**src/rtl/ct_l2c_sram_pkg.sv**
```systemverilog
// Shared widths, controller state encoding and response-buffer depth for the L2C SRAM controller.
package ct_l2c_sram_pkg;

   localparam int ADDR_WIDTH     = 12;
   localparam int DATA_WIDTH     = 128;
   localparam int BE_WIDTH       = DATA_WIDTH / 8;
   localparam int RSP_FIFO_DEPTH = 3;

   typedef enum logic {
      ST_INIT = 1'b0,
      ST_RUN  = 1'b1
   } ctrl_state_e;

endpackage

```
**src/rtl/ct_spsram_rsp_fifo.sv**
```systemverilog
// In-order read-response buffer with a registered head (entry 0), so vld_o/dat_o come straight from flops.
// The caller never pushes when full; pops are ignored when empty.
module ct_spsram_rsp_fifo #(
   parameter int DEPTH = 3,
   parameter int WIDTH = 128,
   parameter int CNT_W = $clog2(DEPTH + 1)
) (
   input  logic             clk_i,
   input  logic             rst_i,
   input  logic             push_i,
   input  logic [WIDTH-1:0] push_dat_i,
   input  logic             pop_i,
   output logic             vld_o,
   output logic [WIDTH-1:0] dat_o,
   output logic [CNT_W-1:0] cnt_o
);

   logic [WIDTH-1:0] mem_q [DEPTH];
   logic [CNT_W-1:0] cnt_q;
   logic [CNT_W-1:0] cnt_d;
   logic [CNT_W-1:0] wr_idx;
   logic             pop;

   assign pop   = pop_i & (cnt_q != '0);
   assign vld_o = (cnt_q != '0);
   assign dat_o = mem_q[0];
   assign cnt_o = cnt_q;

   // A simultaneous pop shifts everything down one slot, so the write lands one entry lower.
   always_comb begin
      cnt_d  = cnt_q;
      wr_idx = cnt_q;
      if (pop) begin
         wr_idx = cnt_q - 1'b1;
      end
      if (push_i && !pop) begin
         cnt_d = cnt_q + 1'b1;
      end else if (!push_i && pop) begin
         cnt_d = cnt_q - 1'b1;
      end
   end

   always_ff @(posedge clk_i) begin
      if (rst_i) begin
         cnt_q <= '0;
         for (int i = 0; i < DEPTH; i++) begin
            mem_q[i] <= '0;
         end
      end else begin
         cnt_q <= cnt_d;
         if (pop) begin
            for (int i = 0; i < DEPTH - 1; i++) begin
               mem_q[i] <= mem_q[i + 1];
            end
         end
         if (push_i) begin
            mem_q[wr_idx] <= push_dat_i;
         end
      end
   end

endmodule

```
**src/rtl/ct_spsram_4096x128_ctrl.sv**
```systemverilog
// Initiator-side controller for the 4096x128 single-port L2C SRAM: optional zero-fill after reset,
// then valid/ready requests driven onto the macro pins with credit-limited, in-order read responses.
module ct_spsram_4096x128_ctrl #(
   parameter int ADDR_WIDTH    = ct_l2c_sram_pkg::ADDR_WIDTH,
   parameter int DATA_WIDTH    = ct_l2c_sram_pkg::DATA_WIDTH,
   parameter int BE_WIDTH      = ct_l2c_sram_pkg::BE_WIDTH,
   parameter bit INIT_ON_RESET = 1'b1
) (
   input  logic                  CLK,
   input  logic                  RST,
   input  logic                  req_vld,
   output logic                  req_rdy,
   input  logic                  req_wr,
   input  logic [ADDR_WIDTH-1:0] req_addr,
   input  logic [DATA_WIDTH-1:0] req_wdata,
   input  logic [BE_WIDTH-1:0]   req_be,
   output logic                  rsp_vld,
   input  logic                  rsp_rdy,
   output logic [DATA_WIDTH-1:0] rsp_rdata,
   output logic                  init_done,
   output logic [ADDR_WIDTH-1:0] A,
   output logic                  CEN,
   output logic                  GWEN,
   output logic [DATA_WIDTH-1:0] WEN,
   output logic [DATA_WIDTH-1:0] D,
   input  logic [DATA_WIDTH-1:0] Q
);

   import ct_l2c_sram_pkg::*;

   localparam int CNT_W = $clog2(RSP_FIFO_DEPTH + 1);

   ctrl_state_e           state_q;
   logic [ADDR_WIDTH-1:0] init_cnt_q;
   logic                  rd_inflight_q;
   logic                  rd_inflight_d;
   logic [CNT_W-1:0]      fifo_cnt;
   logic                  credit_ok;
   logic                  accept;

   // Every read still outstanding (in flight or buffered) holds one buffer slot.
   assign credit_ok = (int'(fifo_cnt) + int'(rd_inflight_q)) < RSP_FIFO_DEPTH;
   assign init_done = (state_q == ST_RUN) && !RST;

   always_comb begin
      req_rdy       = 1'b0;
      accept        = 1'b0;
      rd_inflight_d = 1'b0;
      A             = '0;
      CEN           = 1'b1;
      GWEN          = 1'b1;
      WEN           = '1;
      D             = '0;
      if (!RST) begin
         if (state_q == ST_INIT) begin
            A    = init_cnt_q;
            CEN  = 1'b0;
            GWEN = 1'b0;
            WEN  = '0;
         end else begin
            req_rdy = req_wr | credit_ok;
            accept  = req_vld & (req_wr | credit_ok);
            if (accept) begin
               A    = req_addr;
               GWEN = ~req_wr;
               if (req_wr) begin
                  // A write with no byte enabled is consumed without touching the macro.
                  CEN = ~|req_be;
                  D   = req_wdata;
                  for (int i = 0; i < BE_WIDTH; i++) begin
                     WEN[8*i +: 8] = {8{~req_be[i]}};
                  end
               end else begin
                  CEN           = 1'b0;
                  rd_inflight_d = 1'b1;
               end
            end
         end
      end
   end

   always_ff @(posedge CLK) begin
      if (RST) begin
         state_q       <= INIT_ON_RESET ? ST_INIT : ST_RUN;
         init_cnt_q    <= '0;
         rd_inflight_q <= 1'b0;
      end else begin
         rd_inflight_q <= rd_inflight_d;
         if (state_q == ST_INIT) begin
            init_cnt_q <= init_cnt_q + 1'b1;
            if (&init_cnt_q) begin
               state_q <= ST_RUN;
            end
         end
      end
   end

   // Q is valid the cycle after the macro sampled the read, i.e. while rd_inflight_q is set.
   ct_spsram_rsp_fifo #(
      .DEPTH (RSP_FIFO_DEPTH),
      .WIDTH (DATA_WIDTH),
      .CNT_W (CNT_W)
   ) u_rsp_fifo (
      .clk_i      (CLK),
      .rst_i      (RST),
      .push_i     (rd_inflight_q),
      .push_dat_i (Q),
      .pop_i      (rsp_vld & rsp_rdy),
      .vld_o      (rsp_vld),
      .dat_o      (rsp_rdata),
      .cnt_o      (fifo_cnt)
   );

endmodule
```
**config.mk**
```make
export PLATFORM = sky130hd
export DESIGN_NAME = ct_spsram_4096x128_ctrl
export DESIGN_NICKNAME = d
export VERILOG_FILES = /design/src/rtl/ct_l2c_sram_pkg.sv /design/src/rtl/ct_spsram_rsp_fifo.sv /design/src/rtl/ct_spsram_4096x128_ctrl.sv
export SDC_FILE = /design/constraint.sdc
export NUM_CORES = 1
export LEC_CHECK = 0
export ABC_AREA = 1
export BUFFER_PORTS_ARGS = -buffer_cell sky130_fd_sc_hd__clkbuf_2
export CAP_MARGIN = 10
export CORE_AREA = 2 2 269 271
export DETAILED_ROUTE_END_ITERATION = 12
export DIE_AREA = 0 0 271 273
export GPL_TIMING_DRIVEN = 0
export PLACE_DENSITY = 0.52
export SETUP_SLACK_MARGIN = 0.1
export SKIP_CTS_REPAIR_TIMING = 1
export SYNTH_ARGS = -nofsm -noshare
export SYNTH_HDL_FRONTEND = slang
export SYNTH_SLANG_ARGS = --single-unit
```
**constraint.sdc**
```tcl
create_clock -name CLK -period 7.24 [get_ports CLK]
set_input_delay 0.362 -clock CLK [delete_from_list [all_inputs] [get_ports CLK]]
set_output_delay 0.362 -clock CLK [all_outputs]
set_load 0.05 [all_outputs]
```
==> flow_summary.toml, run 1 <==
[timing]
fin_setup_tns_ns = 0
max_slew_margin_pct = 11.17
rsz0062_at_grt = "no"
finClkSkew_ns = 0.02890
slew_viol_final = 0
fin_crit_sh_pct = 49.98
fmax_mhz = 276.4
min_period_ns = 3.618
tightest_slew_ns = 1.332
timing.final.hold_violations = 0
setup_viol = 0

[grt]
antenna_found_initial = 33
grt_max_degree = 58
grt_pass1_wl_um = 123600
grt.overflow.total = 0
grt_pass1_vias = 17520
grt_usage_pct = 22.98

[synthesis]
synth_nets = 2469
syn_inst = 2175
yosysSeqAreaShare_pct = 58.47
synthDistinctLibCells = 26
synth_seq_cells = 400
netlist_area_um2 = 20270
ys_async_sr_fraction_pct = 0
synthTopCellsByArea = "edfxtp_1 (57%), nand4_1 (8.3%), nand2_1 (8.0%)"
synth_edf_count = 384
ys_top_cells_by_count = "nand2_1 (432), edfxtp_1 (384), nor2_1 (290), nand4_1 (270)"
yosysMostFrequentCell = "nand2_1"
avgSynthCellArea_um2 = 9.319
yosys.area.top_type = "edfxtp_1"
ys.warnings.count = 0
ys_dominant_reg_cell = "edfxtp_1"
yosys.area.top_type_share_pct = 56.89

[die]
die_height_um = 273
ios = 690
die_x_um = 271
rows = 98
initial_core_util_pct = 28.55
dieArea_um2 = 73980
coreArea_um2 = 71000

[power_and_ir_drop]
peakVddDrop_uv = 163.0
p_total_mw = 6.132
power_density_nw_per_um2 = 229.7
p_leak_nw = 11.33

[layout]
fin_cells = 3928
area_growth_pct = 31.72
final_net_count = 3232
drive_gt1_share_pct = 33.40

[route]
drtPass1Iterations = 6
drt.antenna.violating_nets = 0
dr.first_iter.drc_count = 1486
via_count = 18610
drc_errors = 0
routed_wl_um = 88090
via_per_inst = 4.737
post_drt_wl_per_cell_um = 22.43

[placement]
dp_hpwl_um = 70850
place_inst = 3833
port-buffer-count = 688
gp_congestion = 0.9615

[clock_network]
cts.sinks = 400
root_buffer = "clkbuf_16"
path_clk_slew_ns = 0.06
cts_tree = "built"
cts_buffers = 47
cts.htree.levels = 2
clk_latency_ns = 0.59
cts_buffer_depth = 3

[worst_setup_path]
crit_fanout = 10
setup.worst_path.start_class = "flop"
worstSetupEndpointType = "primary output"
path_class = "reg2out"
cp.arrival_ns = 3.26
cp.required_ns = 6.88

[outcome]
status = "finished clean"

[job]
cap_viol_max_count = 0

[hold_path]
min_path_type = "in2reg"
registers in the layout (all words and copies together), names as in the netlist:
register          count
rd_inflight_q         1
u_rsp_fifo.cnt_o      2
state_q               1
u_rsp_fifo.mem_q    384
init_cnt_q           12
where the power goes:
part / switching [mW] / leakage (nW) / internal (mW) / total [mW]
Sequential: 0.0502 / 4.13 / 2.71 / 2.76
Combinational: 0.837 / 6.50 / 0.251 / 1.09
Clock: 0.964 / 0.691 / 1.32 / 2.28
Total: 1.85 / 11.3 / 4.28 / 6.13
final cells by class:
class,count,area [um^2]
Timing Repair Buffer,714,3720
Tap cell,950,1189
Multi-Input combinational cell,1316,6147
Antenna cell,8,20.02
Inverter,153,576.8
Fill cell,7367,44300
Clock inverter,21,200.2
Sequential cell,400,11860
Clock buffer,60,1246
Buffer,306,1744
metal layers:
layer | global-route usage (%) | share of wire (%)
met1 | 33.49 | 46
met2 | 34.66 | 43
met3 | 6.361 | 9.3
met4 | 3.111 | 1.1
met5 | 0 | 0.18
through the flow:
stage | area, um^2 | worst slack [ns] | utilization (%) | hold WS [ns]
2_1_floorplan | 20300 | -0.3757 | - | 0.4386
3_3_place_gp | 24940 | -3.597 | 35.12 | 0.4768
3_5_place_dp | 25190 | 3.373 | 35.49 | 0.4811
4_1_cts | 26640 | 3.597 | 37.52 | 0.04300
5_1_grt | 26680 | 3.542 | 37.58 | 0.06912
6_report | 26700 | 3.622 | 37.61 | 0.08433
worst max-delay path: stages (launching register included):
cell and delay [ns]:
dfxtp_1 0.29, buf_2 0.17, a21oi_1 0.46, buf_1 0.60
o21ai_0 0.62, buf_4 0.31, clkbuf_2 0.23
kinds of logic (layout without fill, tap and decap cells):
kind of cell / count (synthesis) / in the layout / synth area share, %
simple gates: 1008 / 1008 / 22.18
buf+inv: 459 / 1254 / 11.44
flops: 400 / 400 / 58.47
compound gates: 299 / 299 / 7.395
fa+ha+maj: 5 / 5 / 0.3086
xor+xnor: 4 / 4 / 0.2099
other cells: 0 / 8 / 0
placed cells by master, fill, tap and decap left out, types with 5 or more instances in the layout:
cell and count:
o21ai_1 130, clkinv_1 7, buf_6 5, nor2_1 290, buf_4 148, o21ai_0 149
edfxtp_1 384, dfxtp_1 15, inv_1 149, a21oi_1 19, clkbuf_16 48, nand4_1 270
clkbuf_1 115, nand2_1 429, diode_2 8, nand3_1 5, buf_2 65, clkbuf_2 689
final timing paths:
kind	from	to	slack, ns	depth (start not counted)
hold reg to reg	init_cnt_q[5]	init_cnt_q[5]	0.49	2
hold / removal	req_wr	rd_inflight_q	0.08	2
setup / recovery	state_q	WEN[114]	3.62	6
setup reg to reg	u_rsp_fifo.cnt_o[0]	u_rsp_fifo.mem_q[1][51]	4.12	13
(Power assumes the default switching activity.)
==> run 2, diff against run 1 <==
==> constraint.sdc (replaced) <==
create_clock -name CLK -period 3.3 [get_ports CLK]
set_input_delay 0.165 -clock CLK [delete_from_list [all_inputs] [get_ports CLK]]
set_output_delay 0.165 -clock CLK [all_outputs]
set_load 0.05 [all_outputs]
==> flow_summary.toml, run 2 (same netlist as run 1, synthesis figures left out) <==
[die]
coreArea_um2 = 71000
rows = 98
initial_core_util_pct = 28.55
die_x_um = 271
ios = 690
dieArea_um2 = 73980
die_height_um = 273

[job]
cap_viol_max_count = 0

[outcome]
status = "finished clean"

[worst_setup_path]
max_stage_delay_ns = 0.89
setup.worst_path.start_class = "flop"
worstReg2RegStart = "u_rsp_fifo.cnt_o[0]"
path_buf_inv = 5
crit_fanout = 10
slowest_stage = "o21ai_0"
reg2reg_slack_ns = 0.39
cp.arrival_ns = 2.98
cp_cell_sequence = "buf_2, inv_1, clkbuf_1, o21ai_0, buf_4, clkbuf_2"
timing.rr.end = "u_rsp_fifo.mem_q[2][44]"
worstSetupEndpointType = "primary output"
reg2reg_depth = 10
cp.required_ns = 3.13
crit_family = "buffers and inverters"
path_class = "reg2out"

[layout]
final_net_count = 3357
drive_gt1_share_pct = 32.21
final_common_cell = "clkbuf_2"
final_cell_mix = "clkbuf_2 (688), nand2_1 (429), edfxtp_1 (384), nor2_1 (289), nand4_1 (270)"
largest-register = "u_rsp_fifo.mem_q"
largest_reg_flops = 384
stdcell_area_um2 = 28160
area_growth_pct = 38.91
fin_cells = 4072

[timing]
tightest_slew_ns = 1.225
timing.final.hold_violations = 0
finClkSkew_ns = 0.02449
rsz0062_at_grt = "yes"
fmax_mhz = 318.4
fin_setup_tns_ns = 0
setup_viol = 0
hold-worst-slack_ns = 0.09337
slew_viol_final = 0
fin_crit_sh_pct = 95.17
min_period_ns = 3.141
max_slew_margin_pct = 18.35

[hold_path]
holdPathEnd = "init_cnt_q[2]"
min_path_type = "in2reg"
holdCritStartpoint = "RST"
worstHoldPathCells = 3

[grt]
grt.overflow.total = 0
grt_max_degree = 90
grt_pass1_wl_um = 126300
antenna_found_initial = 42
grt_usage_pct = 23.72
grt_pass1_vias = 17450

[clock_network]
root_buffer = "clkbuf_16"
cts_buffers = 48
cts_tree = "built"
cts.sinks = 400
cts.htree.levels = 2
cts_buffer_depth = 3
path_clk_slew_ns = 0.06
clk_latency_ns = 0.59

[power_and_ir_drop]
p_seq_share_pct = 43.0
p_leak_nw = 11.93
p_comb_share_pct = 18.0
peakVddDrop_uv = 432.4
switching_share_pct = 29.75
switchingPower_mw = 4.185
clock_power_share_pct = 39.0
power_density_nw_per_um2 = 499.5
internal-power_mw = 9.880

[route]
routed_wl_um = 91180
via_count = 18940
drtPass1Iterations = 5
dr.first_iter.drc_count = 1632
via_per_inst = 4.650
post_drt_wl_per_cell_um = 22.39
drt.antenna.violating_nets = 0
drc_errors = 0

[placement]
gp_congestion = 1.025
place_inst = 3831
port-buffer-count = 688
dp_hpwl_um = 72400
place_area_um2 = 25170
run 2: cell count changes in the layout (fill, tap and decap cells not counted), moves of 3 or more:
cell and change:
buf_4 +3, buf_6 -3, bufinv_16 +4, clkbuf_1 -7, clkinv_2 +4, diode_2 +16, dlygate4sd3_1 +130, o21ai_0 -10
o21ai_1 +9
run 2: metal layers:
metal  vias to the layer above  global-route usage [%]  routed length (um)  part of all wire, %
met1                      8839                   33.82               42280                   46
li1                       9197                       -                   -                    -
met5                         -                       0                  63                0.069
met2                       744                   35.25               38790                   43
met4                        10                   6.892                2864                  3.1
met3                       145                   6.230                7188                  7.9
run 2: area by class of cell:
type / instances / area (um^2)
sequential: 400 / 11860
clock inverter: 29 / 330.3
fill: 7304 / 42840
multi-input combinational: 1316 / 6166
inverter: 153 / 576.8
clock buffer: 56 / 1274
tap: 950 / 1189
timing repair buffer: 838 / 4960
buffer: 306 / 1745
antenna: 24 / 60.06
run 2: per-stage QoR:
stage               util (%)  worst slack, ns  power [mW]
finish                 39.66           0.1593       14.07
global route           39.62          0.02466       14.56
CTS                    37.71         -0.04128       14.05
detailed placement     35.45          0.06782       8.549
global placement       35.13           -7.484       8.594
floorplan                  -           -4.316       7.702
run 2: power by group through the flow:
stage	Combinational, mW	Clock, mW	Sequential, mW
2_1_floorplan	1.01	0	6.69
3_3_place_gp	2.35	0	6.25
3_5_place_dp	2.41	0	6.14
4_1_cts	2.41	5.59	6.04
5_1_grt	2.69	5.80	6.07
6_report	2.54	5.49	6.04
run 2: worst max path at each step:
stage	startpoint	to	slack, ns	cells after the start
2_1_floorplan	u_rsp_fifo.cnt_o[0]	u_rsp_fifo.mem_q[1][0]	-4.32	6
3_3_place_gp	u_rsp_fifo.cnt_o[0]	u_rsp_fifo.mem_q[1][50]	-7.48	7
3_5_place_dp	RST	u_rsp_fifo.mem_q[1][50]	0.07	11
4_1_cts	state_q	WEN[96]	-0.04	5
5_1_grt	state_q	WEN[5]	0.02	6
6_report	state_q	WEN[5]	0.16	6
run 2: tightest hold or removal path: stages:
cell and delay, ns:
clkbuf_2 0.10, buf_2 0.28, nor3_1 0.09
